## config.mk

```make
export PLATFORM = sky130hd
export DESIGN_NAME = mmio_mixer_flat
export DESIGN_NICKNAME = d
export VERILOG_FILES = /design/src/rtl/mmio_mixer_if.sv /design/src/rtl/mmio_mixer.sv /design/src/flat_wrapper.sv
export SDC_FILE = /design/constraint.sdc
export NUM_CORES = 1
export LEC_CHECK = 0
export CORE_AREA = 2 2 234 236
export CTS_BUF_LIST = sky130_fd_sc_hd__clkbuf_16
export DETAILED_ROUTE_END_ITERATION = 10
export DIE_AREA = 0 0 236 238
export PLACE_DENSITY_LB_ADDON = 0.3
export SYNTH_ARGS = -nofsm -noshare
export SYNTH_HDL_FRONTEND = slang
export SYNTH_SLANG_ARGS = --single-unit
```

## constraint.sdc

```tcl
create_clock -name i_clk -period 22.6 [get_ports i_clk]
set_input_delay 2.26 -clock i_clk [delete_from_list [all_inputs] [get_ports i_clk]]
set_output_delay 2.26 -clock i_clk [all_outputs]
set_load 0.005 [all_outputs]
```

## src/rtl/mmio_mixer_if.sv

```systemverilog
// Bus bundle for the mmio_mixer slot.
// Carries the MMIO register port (chip select, strobes, address, write and
// read data) and the PCM streaming port (packed channel samples in, mixed
// sample out, each with a one-cycle valid).
// slave  : mixer side, master : host / sample source side.
interface mmio_mixer_if #(
   parameter int NUM_CH = 4,
   parameter int DATA_W = 16
);
   logic                       i_cs;
   logic                       i_write;
   logic                       i_read;
   logic [4:0]                 i_addr;
   logic [31:0]                i_write_data;
   logic [31:0]                o_read_data;
   logic [NUM_CH*DATA_W-1:0]   i_pcm;
   logic                       i_valid;
   logic [DATA_W-1:0]          o_pcm;
   logic                       o_valid;

   modport slave (
      input  i_cs, i_write, i_read, i_addr, i_write_data, i_pcm, i_valid,
      output o_read_data, o_pcm, o_valid
   );

   modport master (
      output i_cs, i_write, i_read, i_addr, i_write_data, i_pcm, i_valid,
      input  o_read_data, o_pcm, o_valid
   );
endinterface

```

## src/rtl/mmio_mixer.sv

```systemverilog
// Multi-channel PCM mixer in one MMIO slot.
// Per sample tick it snapshots NUM_CH samples plus gains/mutes, runs a
// sequential multiply-accumulate one channel per clock, then rescales and
// saturates into one output sample. Software sees gains, enable, a peak
// meter, a saturating clip counter and a sticky overrun flag.
// Ports: i_clk, i_reset (sync, active high), bus (mmio_mixer_if.slave).
//
// state | meaning
// IDLE  | waiting for an accepted sample tick
// MAC   | accumulating product of channel ch, one per clock
// SAT   | rescale, clamp, register output and meters
module mmio_mixer #(
   parameter int NUM_CH = 4,
   parameter int DATA_W = 16,
   parameter int GAIN_W = 16
) (
   input  logic           i_clk,
   input  logic           i_reset,
   mmio_mixer_if.slave    bus
);
   localparam int CH_W   = (NUM_CH > 1) ? $clog2(NUM_CH) : 1;
   localparam int PROD_W = DATA_W + GAIN_W + 1;
   localparam int ACC_W  = DATA_W + GAIN_W + $clog2(NUM_CH) + 1;
   localparam int SHIFT  = GAIN_W - 2;
   localparam logic [GAIN_W-1:0]       UNITY   = GAIN_W'(1) << SHIFT;
   localparam logic [CH_W-1:0]         LAST_CH = CH_W'(NUM_CH - 1);
   localparam logic signed [ACC_W-1:0] PCM_MAX = ACC_W'(2**(DATA_W-1) - 1);
   localparam logic signed [ACC_W-1:0] PCM_MIN = ~PCM_MAX;

   typedef enum logic [1:0] {S_IDLE, S_MAC, S_SAT} state_t;

   state_t state_q, state_d;

   logic [GAIN_W-1:0]        gain_q [NUM_CH];
   logic [NUM_CH-1:0]        mute_q;
   logic                     enable_q;
   logic [DATA_W-2:0]        peak_q;
   logic [15:0]              clips_q;
   logic                     overrun_q;

   logic signed [DATA_W-1:0] snap_pcm [NUM_CH];
   logic [GAIN_W-1:0]        snap_gain [NUM_CH];
   logic [NUM_CH-1:0]        snap_mute;
   logic signed [ACC_W-1:0]  acc_q;
   logic [CH_W-1:0]          ch_q;
   logic [DATA_W-1:0]        pcm_q;
   logic                     valid_q;

   logic                     wr_en, wr_ctrl, clear, busy, accept;
   logic signed [PROD_W-1:0] prod;
   logic signed [ACC_W-1:0]  term, shifted;
   logic signed [DATA_W-1:0] sat_val;
   logic [DATA_W-1:0]        neg_val;
   logic [DATA_W-2:0]        mag;
   logic                     clip;
   logic                     unused_bits;

   assign unused_bits = ^{bus.i_read, bus.i_write_data};

   assign wr_en   = bus.i_cs & bus.i_write;
   assign wr_ctrl = wr_en && (bus.i_addr == 5'h10);
   assign clear   = wr_ctrl && bus.i_write_data[1];
   assign busy    = (state_q != S_IDLE);
   assign accept  = (state_q == S_IDLE) && bus.i_valid && enable_q;

   always_ff @(posedge i_clk) begin
      if (i_reset) state_q <= S_IDLE;
      else         state_q <= state_d;
   end

   always_comb begin
      state_d = state_q;
      case (state_q)
         S_IDLE:  if (accept) state_d = S_MAC;
         S_MAC:   if (ch_q == LAST_CH) state_d = S_SAT;
         S_SAT:   state_d = S_IDLE;
         default: state_d = S_IDLE;
      endcase
   end

   // Gain is zero-extended so it multiplies as a non-negative value.
   always_comb begin
      prod    = $signed(snap_pcm[ch_q]) * $signed({1'b0, snap_gain[ch_q]});
      term    = snap_mute[ch_q] ? '0 : ACC_W'(prod);
      shifted = acc_q >>> SHIFT;
      clip    = 1'b0;
      if (shifted > PCM_MAX) begin
         sat_val = PCM_MAX[DATA_W-1:0];
         clip    = 1'b1;
      end else if (shifted < PCM_MIN) begin
         sat_val = PCM_MIN[DATA_W-1:0];
         clip    = 1'b1;
      end else begin
         sat_val = shifted[DATA_W-1:0];
      end
      neg_val = -sat_val;
      // Most-negative code has no positive twin; report full scale instead.
      if (!sat_val[DATA_W-1])                         mag = sat_val[DATA_W-2:0];
      else if (sat_val == PCM_MIN[DATA_W-1:0])        mag = '1;
      else                                            mag = neg_val[DATA_W-2:0];
   end

   always_ff @(posedge i_clk) begin
      if (i_reset) begin
         for (int k = 0; k < NUM_CH; k++) begin
            gain_q[k]    <= UNITY;
            snap_pcm[k]  <= '0;
            snap_gain[k] <= '0;
         end
         mute_q    <= '0;
         snap_mute <= '0;
         enable_q  <= 1'b1;
         peak_q    <= '0;
         clips_q   <= '0;
         overrun_q <= 1'b0;
         acc_q     <= '0;
         ch_q      <= '0;
         pcm_q     <= '0;
         valid_q   <= 1'b0;
      end else begin
         if (wr_en && !bus.i_addr[4]) begin
            for (int k = 0; k < NUM_CH; k++) begin
               if (bus.i_addr[3:0] == 4'(k)) begin
                  gain_q[k] <= bus.i_write_data[GAIN_W-1:0];
                  mute_q[k] <= bus.i_write_data[16];
               end
            end
         end
         if (wr_ctrl) enable_q <= bus.i_write_data[0];

         if (accept) begin
            for (int k = 0; k < NUM_CH; k++) begin
               snap_pcm[k]  <= bus.i_pcm[k*DATA_W +: DATA_W];
               snap_gain[k] <= gain_q[k];
            end
            snap_mute <= mute_q;
            acc_q     <= '0;
            ch_q      <= '0;
         end

         if (state_q == S_MAC) begin
            acc_q <= acc_q + term;
            ch_q  <= ch_q + CH_W'(1);
         end

         valid_q <= 1'b0;
         if (state_q == S_SAT) begin
            pcm_q   <= sat_val;
            valid_q <= 1'b1;
            if (clip && clips_q != 16'hFFFF) clips_q <= clips_q + 16'd1;
            if (mag > peak_q) peak_q <= mag;
         end

         if (bus.i_valid && busy) overrun_q <= 1'b1;

         // Placed last so a clear beats a same-cycle meter update.
         if (clear) begin
            peak_q    <= '0;
            clips_q   <= '0;
            overrun_q <= 1'b0;
         end
      end
   end

   always_comb begin
      bus.o_read_data = '0;
      if (!bus.i_addr[4]) begin
         for (int k = 0; k < NUM_CH; k++) begin
            if (bus.i_addr[3:0] == 4'(k)) begin
               bus.o_read_data[GAIN_W-1:0] = gain_q[k];
               bus.o_read_data[16]         = mute_q[k];
            end
         end
      end else begin
         case (bus.i_addr[3:0])
            4'h0:    bus.o_read_data[0]            = enable_q;
            4'h1:    bus.o_read_data[DATA_W-2:0]   = peak_q;
            4'h2:    bus.o_read_data[15:0]         = clips_q;
            4'h3:    bus.o_read_data[1:0]          = {overrun_q, busy};
            default: bus.o_read_data               = '0;
         endcase
      end
   end

   assign bus.o_pcm   = pcm_q;
   assign bus.o_valid = valid_q;
endmodule

```

## src/flat_wrapper.sv

```systemverilog
// flat-port wrapper written by rule: the top's interface ports become plain ports
module mmio_mixer_flat 
#(
   parameter int NUM_CH = 4,
   parameter int DATA_W = 16,
   parameter int GAIN_W = 16
)
  (i_clk, i_reset, bus_i_cs, bus_i_write, bus_i_read, bus_i_addr, bus_i_write_data, bus_i_pcm, bus_i_valid, bus_o_read_data, bus_o_pcm, bus_o_valid);
  mmio_mixer_if #(.NUM_CH(NUM_CH), .DATA_W(DATA_W)) bus_i ();
  input  logic i_clk;
  input  logic i_reset;
  input wire logic [$bits(bus_i.i_cs)-1:0] bus_i_cs;
  input wire logic [$bits(bus_i.i_write)-1:0] bus_i_write;
  input wire logic [$bits(bus_i.i_read)-1:0] bus_i_read;
  input wire logic [$bits(bus_i.i_addr)-1:0] bus_i_addr;
  input wire logic [$bits(bus_i.i_write_data)-1:0] bus_i_write_data;
  input wire logic [$bits(bus_i.i_pcm)-1:0] bus_i_pcm;
  input wire logic [$bits(bus_i.i_valid)-1:0] bus_i_valid;
  output wire logic [$bits(bus_i.o_read_data)-1:0] bus_o_read_data;
  output wire logic [$bits(bus_i.o_pcm)-1:0] bus_o_pcm;
  output wire logic [$bits(bus_i.o_valid)-1:0] bus_o_valid;
  assign bus_i.i_cs = bus_i_cs;
  assign bus_i.i_write = bus_i_write;
  assign bus_i.i_read = bus_i_read;
  assign bus_i.i_addr = bus_i_addr;
  assign bus_i.i_write_data = bus_i_write_data;
  assign bus_i.i_pcm = bus_i_pcm;
  assign bus_i.i_valid = bus_i_valid;
  assign bus_o_read_data = bus_i.o_read_data;
  assign bus_o_pcm = bus_i.o_pcm;
  assign bus_o_valid = bus_i.o_valid;
  mmio_mixer #(.NUM_CH(NUM_CH), .DATA_W(DATA_W), .GAIN_W(GAIN_W)) u_core (.i_clk(i_clk), .i_reset(i_reset), .bus(bus_i));
endmodule
```

==> results.md, run 1 <==
* Outcome: completed
* NetSw at between 1.5 and 2 mW
* CP Launch Type: flip-flop
* Met3 Track Usage GR at between 3 and 4%
* MaxCap Viol Count at 0
* Clock Path Buffers at 3
* Final worst slack at approximately 12,000 ps
* Row count at 85
* Die Ht at roughly 240 um
* Ys async rst share at 0%
* Most frequent CP cell: fa_1
* Worst path bufs/invs at 5
* Grt met2 use at 37.5%
* First-pass GRT wire length at around 96,000 um
* Clock Latency Late Sink at 550 ps
* GP Congestion at approximately 0.92
* Critical Path RT at 23,080 ps
* Hold Buf Count CTS at 0
* # Post-CTS Setup Buffers at 0
* Synth area leaders: edfxtp_1 24%, fa_1 16%, ha_1 9.1%
* Sequential share of power at around 16%
* Max VDD drop at around 140 uV
* Crit Path Max Fanout at 50
* Post-Syn Area at 0.0240 mm^2
* Layout Nets at ~3,100
* Largest stage delay, worst path at 980 ps
* EDFF count, synth at 192
* Yosys cell types at between 70 and 80
* Clock transition at the registers of the reported paths at ~60 ps
* Initial core utilization at between 40% and 50%
* Switch share at approximately 48%
* Main synth FF type: edfxtp_1
* CTS tree: yes
* Final Cycle Share at approximately 46%
* Clock root cell: clkbuf_16
* Residual DRC at 0
* Vias in the first global route at 18,656
* N_diodes at 0
* Tightest Pin Transition at 1280 ps
* Top cells by count, synth: 295 x nand2_1, 287 x inv_1, 218 x and2_1
* Dpl cells at about 3,300
* Cell leakage power at about 12 nW
* CTS buffer count at 34
* Vias per cell at 5.43
* Kind of critical path: flip-flop to flip-flop
* Min Hold Slack at roughly 450 ps
* Fillers at 4,940
* Post-CTS sizing at 0
* Met1 Use GR at around 27%
* Sequential share of the synthesized area at 32.3%
* Slowest CP cell: o21ai_1
* Core ar. at 0.0535 mm^2
* Detailed Place HPWL at 44,800 um
* Clk pwr share at between 10% and 20%
* Num Clock Sinks at approximately 290
* Largest net degree at the start of global routing at about 130
* I/O pin count at about 160
* Area added between synthesis and finish at 12.3%
* DRT iter0 DRCs at around 1,200
* DR vias at 18,121
* Area share of the leading cell type in the synthesized netlist at 24.0%
* Pre-CTS WS at ~12,000 ps
* Die width at between 200 and 250 um
* HP Class: flip-flop to flip-flop
* Fraction of layout cells with a size suffix above 1 at roughly 5.3%
* Final setup viols at 0
* Total grt overflow at 0
* Initial antenna violation count at 0
* WL per Instance at roughly 18 um
* RSZ-0062 raised after global routing: false
* Peak Freq at a little under 100 MHz
* GRT Max-Usage Layer: met2
* Min cycle time layout at 10,380 ps
* Most common cell in the netlist: nand2_1
* Hold path startpoint: u_core.snap_mute[2]
* Worst path arrival time at ~11,000 ps
* Crit path max-delay family: adder cells
* Worst rel slew slack at 14.2%
* Die area at about 0.056 mm^2
* FF+latch count, synth at 291
* I/O Buffers at around 120
* Synth Area per Inst at between 9 and 10 um^2
* Routed wire length at about 60,000 um
* First-pass DRT Iterations at 5
* Max Slew Vio Count at 0
* Comb power frac at between 70 and 80%
* Power per Cell Area at approximately 150 mW/mm^2
* ANT nets after route at 0
* H-tree Lvls at 2
* CP endpoint kind: flip-flop
* Final core occ at approximately half
* Post-synthesis cell count at between 2,000 and 3,000
* Final clock skew at approximately 19 ps
* Int Pwr at about 2 mW
* Final Hold Vio Count at 0
* Setup TNS Final at 0 ps
* Final std cells w/o fill at 3,335
* GRT Util Overall at 21.5%
* Warning count from the yosys run at 0
* Area leader, netlist: edfxtp_1
[cell type report]
type | instances | area (um^2) | share of cell area (%)
inverters | 288 | 1080 | 4.01
flip-flops and latches | 291 | 7750 | 28.8
clock inverters | 25 | 163 | 0.604
well taps | 696 | 871 | 3.23
clock buffers | 36 | 901 | 3.35
multi-input cells | 1849 | 14700 | 54.7
repair buffers | 150 | 1430 | 5.32
[stage by stage]
stage	instance area, um^2	power [mW]
final	26900	3.93
after CTS	26900	3.95
after global placement	25900	3.34
after global routing	26900	4.33
after detailed placement	25900	3.40
after floorplan	24000	2.77
[registers in the layout (all words and copies together), names as in the netlist, named ones only]
| register | cells |
|---|---|
| u_core.mute_q | 4 |
| u_core.peak_q | 15 |
| u_core.bus.o_valid | 1 |
| u_core.gain_q | 64 |
| u_core.ch_q | 2 |
| u_core.bus.o_pcm | 16 |
| u_core.clips_q | 16 |
| u_core.enable_q | 1 |
| u_core.acc_q | 35 |
| u_core.snap_pcm | 64 |
| u_core.overrun_q | 1 |
| u_core.state_q | 2 |
| u_core.snap_mute | 4 |
| u_core.snap_gain | 64 |
[cell usage in the layout (no fill, tap or decap), types with 14 or more instances in the layout]
cell,Yosys,routed
inv_1,287,296
nand2_1,295,295
and2_1,218,218
nor2_1,214,212
fa_1,195,195
edfxtp_1,192,192
ha_1,174,174
a21oi_1,130,129
clkdlybuf4s50_1,0,123
dfxtp_1,99,97
o21ai_0,75,73
a21o_1,45,45
nand3_1,42,42
clkbuf_16,0,36
nor3_1,37,35
xnor2_1,34,34
mux2i_1,30,30
o21a_1,28,28
a211oi_1,27,27
xor2_1,27,27
buf_4,16,26
o21ai_1,20,22
nor2b_1,22,22
a22oi_1,20,20
mux2_2,19,19
nand2b_1,19,18
nand4_1,15,15
mux4_2,15,15
conb_1,1,15
and3_1,14,14
[cells by family (layout without fill, tap and decap cells)]
family                     after synthesis  after routing  share of synthesized area, %
muxes                                   64             64                          3.55
buffers and inverters                  416            499                          6.81
and+or+nand+nor                        922            922                          18.5
adders and majority gates              369            369                          25.4
xor gates and xnor gates                61             61                          2.23
DFF                                    291            291                          32.3
other                                    1             15                        0.0156
AOI/OAI and AO/OA                      418            418                          11.2
[metal layers]
layer / part of all wire [%] / vias up
met5: 0 / -
met4: 3.0 / 0
met3: 5.5 / 113
met2: 50 / 492
met1: 42 / 8887
li1: - / 8629
[power groups by stage]
| stage | sequential [mW] | clock, mW | combinational [mW] |
|---|---|---|---|
| 2_1_floorplan | 0.638 | 0 | 2.13 |
| 3_3_place_gp | 0.646 | 0 | 2.69 |
| 3_5_place_dp | 0.648 | 0 | 2.76 |
| 4_1_cts | 0.637 | 0.539 | 2.78 |
| 5_1_grt | 0.641 | 0.561 | 3.13 |
| 6_report | 0.638 | 0.527 | 2.77 |
[worst paths after layout]
kind / endpoint / slack, ps / depth (start not counted)
worst max register to register: u_core.acc_q[34] / 12220 / 32
worst max-delay path: u_core.acc_q[34] / 12220 / 32
worst min-delay path: u_core.snap_mute[2] / 450 / 2
worst min register to register: u_core.snap_mute[2] / 450 / 2
[tightest hold or removal path, delay by kind of cell (launching register included)]
family          cells  cell delay [ps]
compound gates      1               50
simple gates        1               50
flops               1              300
Power figures use the tool's default switching activity.
==> run 2, diff against run 1 <==
- clock period: 22.6 -> 8.4 ns (I/O delays scaled with it)
==> run 2 against run 1 <==
Effect of this change:
- the run now ends with setup timing left
- design area grew 14%
- sequential power grew to 2.7 times the previous value
- combinational power grew to 4.2 times the previous value
- non-clock buffer count grew 305
- clock power grew to 2.8 times the previous value
- worst setup slack lost 12000 ps
- count of clock-buffer cells in the layout is the same
- maximum frequency grew 21%
- critical path depth grew 2
- critical path type unchanged
- largest power group unchanged
- highest routed layer unchanged
==> results.md, run 2 (synthesized netlist as in run 1, its figures left out) <==
* Outcome: complete, but fails checks
* Failing checks: setup timing
* GP Congestion at approximately 0.95
* WL per Instance at ~18 um
* I/O pin count at around 160
* H-tree Lvls at 2
* Core ar. at around 0.053 mm^2
* ANT nets after route at 0
* Clock root cell: clkbuf_16
* HP Class: flip-flop to flip-flop
* Leading cell type in the layout, fill and taps excluded: nand2_1
* DRT iter0 DRCs at approximately 1,200
* MaxCap Viol Count at 0
* Power per Cell Area at approximately 480 mW/mm^2
* Total Power at approximately 15 mW
* Placed cell area at between 0.02 and 0.03 mm^2
* Setup TNS Final at -174 ps
* Row count at 85
* Fillers at approximately 4,600
* Max Slew Vio Count at 0
* Detailed Place HPWL at slightly below 50,000 um
* Multi-input gate area at about 0.016 mm^2
* Clock transition at the registers of the reported paths at 50 ps
* Vias per cell at 5.40
* Crit Path Max Fanout at 6
* Worst rel slew slack at 16.0%
* Most frequent CP cell: fa_1
* GRT Util Overall at 23.7%
* Kind of critical path: flip-flop to flip-flop
* Fraction of layout cells with a size suffix above 1 at between 20% and 30%
* CTS tree: yes
* I/O Buffers at about 120
* CP Launch Type: flip-flop
* Clock Latency Late Sink at between 500 and 600 ps
* Total grt overflow at 0
* Design area at 0.0307 mm^2
* Die Ht at around 240 um
* Final Cycle Share at 102%
* Final Hold Vio Count at 0
* Tightest Pin Transition at around 1300 ps
* RSZ-0062 raised after global routing: true
* Worst path arrival time at ~9000 ps
* Num Clock Sinks at ~290
* Layout Nets at around 3,400
* First-pass DRT Iterations at 5
* Initial antenna violation count at 1
* Clock Path Buffers at 3
* Largest net degree at the start of global routing at 129
* N_diodes at 0
* Most frequent cells in the layout: 282 x nand2_1, 275 x buf_4, 265 x inv_1
* Peak Freq at between 100 and 150 MHz
* Routed wire length at between 60,000 and 70,000 um
* First-pass GRT wire length at ~110,000 um
* Cell leakage power at between 10 and 15 nW
* Biggest regs: u_core.gain_q x64, u_core.snap_gain x64, u_core.snap_pcm x64
* Storage cell area at ~0.0078 mm^2
* Max VDD drop at about 560 uV
* CP endpoint kind: flip-flop
* Residual DRC at 0
* Slowest CP cell: fa_1
* DR vias at about 20,000
* Area added between synthesis and finish at 27.8%
* Final clock skew at around 27 ps
* Final worst slack at -152 ps
* Min cycle time layout at 8550 ps
* Largest stage delay, worst path at around 540 ps
* Die area at 0.0562 mm^2
* Critical Path RT at a little under 9000 ps
* Initial core utilization at 44.8%
* Min Hold Slack at around 450 ps
* Die width at 236 um
* CTS buffer count at 35
* Final setup viols at 3
* Vias in the first global route at 20,385
[run 2: cell count changes in the layout (fill, tap and decap cells not counted), sizes merged]
cell / previous run / this run
clkinvlp: 2 / 0
buf: 27 / 330
bufinv: 1 / 3
mux4: 15 / 16
clkinv: 11 / 16
inv: 299 / 297
clkbuf: 36 / 38
[run 2: final cells by class]
| type | instances | share of cell area [%] |
|---|---|---|
| Sequential cell | 291 | 25.3 |
| Clock inverter | 28 | 0.698 |
| Timing Repair Buffer | 455 | 13.3 |
| Multi-Input combinational cell | 1850 | 51.4 |
| Inverter | 288 | 3.54 |
| Tap cell | 696 | 2.84 |
| Clock buffer | 36 | 2.94 |
[run 2: path summary, 6_finish.rpt]
check / startpoint / cells after the start / to / slack [ps]
max: flip-flop / 34 / u_core.acc_q[34] / -150
min: u_core.snap_mute[1] / 2 / u_core.snap_mute[1] / 450
max reg2reg: flip-flop / 34 / u_core.acc_q[34] / -150
min reg2reg: u_core.snap_mute[1] / 2 / u_core.snap_mute[1] / 450
[run 2: timing repair]
action / CTS / global route
gates resized for setup: 109 / 176
setup endpoints to repair: 12 / 19
endpoints found under the hold margin: 0 / 0
setup buffers: 50 / 48
pin swaps: 30 / 136
hold buffers: 0 / 0
gates cloned: 2 / 1
[run 2: critical path: cells and delay by family, from the launching register on]
kind | cells | cell delay [ps]
AOI/OAI and AO/OA | 7 | 1150
adders and majority gates | 8 | 3770
buffers and inverters | 9 | 1070
DFF | 1 | 370
muxes | 1 | 310
and+or+nand+nor | 9 | 1770
[run 2: per-stage QoR]
step / cells / setup WS, ps / utilization [%]
final: 3644 / -152 / 57.3
after floorplan: 2556 / 10.7 / -
after CTS: 3601 / -318 / 55.4
after global routing: 3644 / -423 / 57.3
after detailed placement: 3485 / -581 / 51.7
after global placement: 3485 / -456 / 51.7
[run 2: layer usage]
layer / vias to the layer above / share of wire [%] / track usage (%)
li1: 9256 / - / -
met1: 9673 / 41 / 29.6
met2: 622 / 50 / 42.8
met3: 141 / 5.9 / 2.68
met4: 0 / 3.1 / 7.74
met5: - / 0 / 0
[run 2: power breakdown]
group | internal, mW | total, mW | switching, mW | leakage [nW]
clock network | 0.871 | 1.48 | 0.605 | 0.583
registers | 1.65 | 1.73 | 0.0823 | 2.80
logic | 5.70 | 11.6 | 5.93 | 10.1
total | 8.22 | 14.8 | 6.62 | 13.5
